`config.mk`:
```
export PLATFORM = sky130hd
export DESIGN_NAME = hazard_stall_controller
export DESIGN_NICKNAME = d
export VERILOG_FILES = /design/src/rtl/hazard_stall_controller.sv
export SDC_FILE = /design/constraint.sdc
export NUM_CORES = 1
export LEC_CHECK = 0
export BUFFER_PORTS_ARGS = -buffer_cell sky130_fd_sc_hd__buf_2
export CORE_MARGIN = 1.5
export CORE_UTILIZATION = 35
export CTS_BUF_LIST = sky130_fd_sc_hd__clkbuf_16
export CTS_CLUSTER_SIZE = 16
export DETAILED_ROUTE_END_ITERATION = 8
export PLACE_DENSITY_LB_ADDON = 0.1
export SETUP_SLACK_MARGIN = 0.02
export SLEW_MARGIN = 20
export SYNTH_ARGS = -nofsm -noshare
export SYNTH_HDL_FRONTEND = slang
export SYNTH_SLANG_ARGS = --single-unit
```
`constraint.sdc`:
```
create_clock -name clk -period 5.7 [get_ports clk]
set_input_delay 1.14 -clock clk [delete_from_list [all_inputs] [get_ports clk]]
set_output_delay 1.14 -clock clk [all_outputs]
set_load 0.1 [all_outputs]
```
`src/rtl/hazard_stall_controller.sv`:
```
// hazard_stall_controller
//   Pipeline sequencing controller for a 5-stage RV32IM core. Every cycle it
//   decides which pipeline registers advance, hold or take a bubble. Inputs
//   are load-use hazards, multi-cycle mul/div operations in EXE, data-memory
//   wait states and taken branches.
//
// Ports
//   clk, reset                 clock, synchronous active-high reset
//   id_addr1/2, id_uses_rs1/2  source registers of the ID instruction
//   id_store                   ID instruction is a store (rs2 = store data)
//   exe_addr, exe_mem_read     rd of the EXE instruction, EXE is a load
//   exe_muldiv_start           first EXE cycle of a MUL/DIV/REM
//   muldiv_done                mul/div result valid this cycle
//   branch_taken               EXE resolved a taken branch/jump
//   dmem_busy                  data memory not ready, MEM must hold
//   *_write_en                 pipeline register advance enables
//   *_flush                    load a NOP into the register (beats hold)
//   state                      RUN=0, MULDIV_WAIT=1, MEM_WAIT=2, MEM_WAIT_MD=3
//   stall_count                saturating count of cycles with pc_write_en=0
//   muldiv_timeout             sticky, set when a mul/div wait is force-released
//
// state        | meaning
// -------------+-------------------------------------------------------------
// RUN          | normal flow; branch flush and load-use bubble handled here
// MULDIV_WAIT  | mul/div in EXE, front end held, bubbles into EXE/MEM
// MEM_WAIT     | data memory busy with no mul/div outstanding
// MEM_WAIT_MD  | data memory busy while a mul/div is outstanding

module hazard_stall_controller #(
  parameter int unsigned MULDIV_MAX_CYCLES = 40,
  parameter int unsigned STALL_CNT_W       = 16
) (
  input  logic                   clk,
  input  logic                   reset,
  input  logic [4:0]             id_addr1,
  input  logic [4:0]             id_addr2,
  input  logic                   id_uses_rs1,
  input  logic                   id_uses_rs2,
  input  logic                   id_store,
  input  logic [4:0]             exe_addr,
  input  logic                   exe_mem_read,
  input  logic                   exe_muldiv_start,
  input  logic                   muldiv_done,
  input  logic                   branch_taken,
  input  logic                   dmem_busy,
  output logic                   pc_write_en,
  output logic                   if_id_write_en,
  output logic                   id_exe_write_en,
  output logic                   exe_mem_write_en,
  output logic                   mem_wb_write_en,
  output logic                   if_id_flush,
  output logic                   id_exe_flush,
  output logic                   exe_mem_flush,
  output logic                   mem_wb_flush,
  output logic [1:0]             state,
  output logic [STALL_CNT_W-1:0] stall_count,
  output logic                   muldiv_timeout
);

  typedef enum logic [1:0] {
    RUN         = 2'd0,
    MULDIV_WAIT = 2'd1,
    MEM_WAIT    = 2'd2,
    MEM_WAIT_MD = 2'd3
  } state_t;

  // Down-counter of remaining MULDIV_WAIT cycles; reaching zero without
  // done means the mul/div has overrun its budget.
  localparam int unsigned WAIT_W = $clog2(MULDIV_MAX_CYCLES + 1);
  localparam logic [WAIT_W-1:0] WAIT_LAST = WAIT_W'(MULDIV_MAX_CYCLES - 1);

  state_t            state_q, state_d;
  logic [WAIT_W-1:0] wait_q, wait_d;
  logic              pend_q, pend_d;
  logic              timeout_set;
  logic              load_use;

  // Store data (rs2 of a store) is forwarded in MEM, so it never needs a bubble.
  assign load_use = exe_mem_read && (exe_addr != 5'd0) &&
                    ((id_uses_rs1 && (id_addr1 == exe_addr)) ||
                     (id_uses_rs2 && !id_store && (id_addr2 == exe_addr)));

  assign state = state_q;

  always_comb begin
    state_d          = state_q;
    wait_d           = wait_q;
    pend_d           = 1'b0;
    timeout_set      = 1'b0;
    pc_write_en      = 1'b1;
    if_id_write_en   = 1'b1;
    id_exe_write_en  = 1'b1;
    exe_mem_write_en = 1'b1;
    mem_wb_write_en  = 1'b1;
    if_id_flush      = 1'b0;
    id_exe_flush     = 1'b0;
    exe_mem_flush    = 1'b0;
    mem_wb_flush     = 1'b0;

    if (reset) begin
      pc_write_en      = 1'b0;
      if_id_write_en   = 1'b0;
      id_exe_write_en  = 1'b0;
      exe_mem_write_en = 1'b0;
      mem_wb_write_en  = 1'b0;
      if_id_flush      = 1'b1;
      id_exe_flush     = 1'b1;
      exe_mem_flush    = 1'b1;
      mem_wb_flush     = 1'b1;
      state_d          = RUN;
    end else begin
      unique case (state_q)
        // MEM_WAIT shares RUN's decision: while busy it re-enters MEM_WAIT,
        // and once memory is ready the same cycle is evaluated as RUN.
        RUN, MEM_WAIT: begin
          if (dmem_busy) begin
            pc_write_en      = 1'b0;
            if_id_write_en   = 1'b0;
            id_exe_write_en  = 1'b0;
            exe_mem_write_en = 1'b0;
            mem_wb_write_en  = 1'b0;
            mem_wb_flush     = 1'b1;
            state_d          = MEM_WAIT;
          end else if (exe_muldiv_start && !muldiv_done) begin
            pc_write_en     = 1'b0;
            if_id_write_en  = 1'b0;
            id_exe_write_en = 1'b0;
            exe_mem_flush   = 1'b1;
            wait_d          = WAIT_LAST;
            state_d         = MULDIV_WAIT;
          end else if (branch_taken) begin
            if_id_flush  = 1'b1;
            id_exe_flush = 1'b1;
            state_d      = RUN;
          end else if (load_use) begin
            pc_write_en    = 1'b0;
            if_id_write_en = 1'b0;
            id_exe_flush   = 1'b1;
            state_d        = RUN;
          end else begin
            state_d = RUN;
          end
        end

        MULDIV_WAIT: begin
          if (wait_q != '0) wait_d = wait_q - 1'b1;
          if (muldiv_done && !dmem_busy) begin
            state_d = RUN;
          end else if (dmem_busy) begin
            pc_write_en      = 1'b0;
            if_id_write_en   = 1'b0;
            id_exe_write_en  = 1'b0;
            exe_mem_write_en = 1'b0;
            mem_wb_write_en  = 1'b0;
            mem_wb_flush     = 1'b1;
            pend_d           = muldiv_done;
            state_d          = MEM_WAIT_MD;
          end else if (wait_q == '0) begin
            timeout_set = 1'b1;
            state_d     = RUN;
          end else begin
            pc_write_en     = 1'b0;
            if_id_write_en  = 1'b0;
            id_exe_write_en = 1'b0;
            exe_mem_flush   = 1'b1;
          end
        end

        MEM_WAIT_MD: begin
          if (dmem_busy) begin
            pc_write_en      = 1'b0;
            if_id_write_en   = 1'b0;
            id_exe_write_en  = 1'b0;
            exe_mem_write_en = 1'b0;
            mem_wb_write_en  = 1'b0;
            mem_wb_flush     = 1'b1;
            pend_d           = pend_q || muldiv_done;
          end else if (pend_q || muldiv_done) begin
            state_d = RUN;
          end else begin
            pc_write_en     = 1'b0;
            if_id_write_en  = 1'b0;
            id_exe_write_en = 1'b0;
            exe_mem_flush   = 1'b1;
            state_d         = MULDIV_WAIT;
          end
        end

        default: state_d = RUN;
      endcase
    end
  end

  always_ff @(posedge clk) begin
    if (reset) begin
      state_q        <= RUN;
      wait_q         <= '0;
      pend_q         <= 1'b0;
      muldiv_timeout <= 1'b0;
      stall_count    <= '0;
    end else begin
      state_q <= state_d;
      wait_q  <= wait_d;
      pend_q  <= pend_d;
      if (timeout_set) muldiv_timeout <= 1'b1;
      if (!pc_write_en && (stall_count != '1)) stall_count <= stall_count + 1'b1;
    end
  end

endmodule

```
==> impl_metrics.tcl <==
set metrics [dict create \
    status "finished clean" \
    cap_violations 0 \
    grt_overflow 0 \
    worst_pin_slew_ns 0.621 \
    syn2layout_area_growth_pct 21.0 \
    tritoncts "yes" \
    io_pins 53 \
    cts.path.max_buffers 2 \
    synth_nets 214 \
    period_needed_ns 3.96 \
    vias 1486 \
    worstSetupPathType "primary input to primary output" \
    yosysTopAreaCellShare_pct 33.0 \
    yosys_warnings 0 \
    grt_pass1_vias 1373 \
    clock-sinks 26 \
    report.final.slew_viol_count 0 \
    path_cells "buf_2, or4_1, o21ai_2, nor3_1, a21boi_1, buf_2" \
    finalClockSkew_ns 0.00459 \
    wire_per_inst_um 13.0 \
    dieArea_um2 4920 \
    max_freq_mhz 253 \
    most-common-layout-cells "52 x buf_2, 26 x dfxtp_1, 15 x nor2_1, 13 x a21oi_1" \
    ys_seq_area_share_pct 33.0 \
    slew_headroom_pct 58.5 \
    slowest_stage "or4_1" \
    core_um2 4350 \
    startpoint_type "primary input" \
    htreeDepth 1 \
    filler_cell_count 444 \
    firstDrtPassIters 4 \
    cp_max_fo 4 \
    antenna_cells 0 \
    synthTopCellsByArea "dfxtp_1 33%, xnor2_1 6.1%, a21oi_1 4.1%" \
    insertion_delay_ns 0.26 \
    io_buffers 52 \
    dp_hpwl_um 2800 \
    setup_violations 0 \
    detail-route-antenna-nets 0 \
    synth_area_leader_cell "dfxtp_1" \
    die_w_um 70.2 \
    vias_per_cell 5.23 \
    ys_ff_latch 26 \
    cts-resized-gates 0 \
    synthArstFlopShare_pct 0 \
    place_inst 280 \
    min_from "muldiv_timeout" \
    synth_cell_types 50 \
    cts_setup_buffers 0 \
    gp_congestion 0.735 \
    hold_viol 0 \
    cp_data_required_time_ns 4.56 \
    finalSetupTns_ns 0 \
    final_common_cell "buf_2" \
    worst_r2r_startpoint "stall_count[1]" \
    layout-drive-gt1-share_pct 27.2 \
    synth_ff_type "dfxtp_1" \
    cts-buffers-inserted 3 \
    regArea_um2 520 \
    initial_core_util_pct 36.3 \
    syn_inst 186 \
    hold_path.class "flop to flop" \
    antenna_found_initial 0 \
    multi_input_area_um2 956 \
    syn_area_um2 1580 \
    clk_pin_slew_worst_paths_ns 0.07 \
    core.rowCount 24 \
    drc 0 \
    grt_pass1_wl_um 6360 \
    hold_buffers 0 \
    nets 261 \
    grt_max_degree 32 \
    ir_drop_mv 0.129 \
    instances_no_fill 284 \
    fin_crit_sh_pct 69.5 \
    crit_start "exe_addr[1]" \
    avgSynthCellArea_um2 8.49 \
    cpMostUsedCell "buf_2" \
    slowest_delay_ns 0.55 \
    crit_path_end_kind "primary output" \
    track_usage_pct 15.8 \
    arrival_ns 2.82 \
    drt_iter0_markers 66 \
    drt-total-wl_um 3680 \
    synth_edf_count 0 \
    p_leak_uw 0.000791 \
    cts_root_buffer "clkbuf_16" \
    power_per_cell_area_nw_per_um2 248 \
    die_h_um 70.2 \
    rsz0062_at_grt "no" \
]
-- final cells by class --
| cell class | count | area share [%] |
|---|---|---|
| timing repair buffer | 52 | 13.6 |
| tap | 52 | 3.41 |
| clock inverter | 1 | 0.196 |
| clock buffer | 3 | 3.93 |
| inverter | 8 | 1.57 |
| multi-input combinational | 142 | 50.0 |
| sequential | 26 | 27.2 |
-- final timing paths --
check | endpoint | slack [ns] | depth (start not counted)
setup / recovery | pc_write_en | 1.74 | 6
hold / removal | muldiv_timeout | 0.48 | 2
setup reg to reg | stall_count[15] | 3.11 | 7
hold reg to reg | muldiv_timeout | 0.48 | 2
-- worst max-delay path: cells and delay by family --
family	cells	cell delay, ns
buffers and inverters	2	0.60
AOI/OAI and AO/OA	2	0.47
and+or+nand+nor	2	0.61
-- cells in the mapped netlist, types with 2 or more instances --
library cell,number
or3_1,9
nand2_1,9
o21ai_1,9
a21o_1,2
nor2b_1,4
and2_1,3
nor2_1,15
a21oi_1,13
or4_1,3
clkbuf_1,4
o211a_1,2
a211oi_1,4
nand4_1,7
nor3_1,11
nand2b_1,3
nor4_1,2
dfxtp_1,26
xor2_1,4
xnor2_1,11
inv_1,8
ha_1,3
buf_4,3
o31ai_1,2
nand3_1,3
-- stage by stage --
step | hold WS, ns | area [um^2] | power (uW) | util [%] | setup WS [ns]
2_1_floorplan | 0.468 | 1580 | 299 | - | 0.0200
3_5_place_dp | 0.478 | 1830 | 321 | 42.1 | 1.71
3_3_place_gp | 0.468 | 1830 | 321 | 42.1 | 1.74
4_1_cts | 0.498 | 1910 | 481 | 43.9 | 1.71
6_report | 0.484 | 1910 | 474 | 43.9 | 1.74
5_1_grt | 0.537 | 1910 | 497 | 43.9 | 1.63
-- per-layer routing --
metal	part of all wire, %	vias up	track usage [%]	wire [um]
met2	44	45	24.9	1600
met1	50	671	21.9	1840
met3	5.2	4	2.74	192
li1	-	766	-	-
met4	1.4	0	5.13	50
met5	0	-	0	0
-- logic make-up (layout without fill, tap and decap cells) --
kind of cell	Yosys count	in the layout	share of synthesized area [%]
mux	3	3	2.30
compound gates	44	44	19.4
buf+inv	18	64	6.50
fa+ha+maj	3	3	2.38
flops	26	26	33.0
simple gates	77	77	28.1
xor+xnor	15	15	8.32
-- registers in the layout, indices dropped and copies added, names as in the netlist --
signal and flops:
muldiv_timeout 1, pend_q 1, stall_count 16, state 2, wait_q 6
-- report_power, final --
group | total (uW) | switching [uW] | internal (uW) | leakage (uW)
logic | 119 | 86.3 | 32.2 | 0.000541
clock network | 157 | 63.5 | 93.9 | 0.0000385
registers | 198 | 9.75 | 188 | 0.000211
Note: power is estimated with default switching activity, not from simulation.
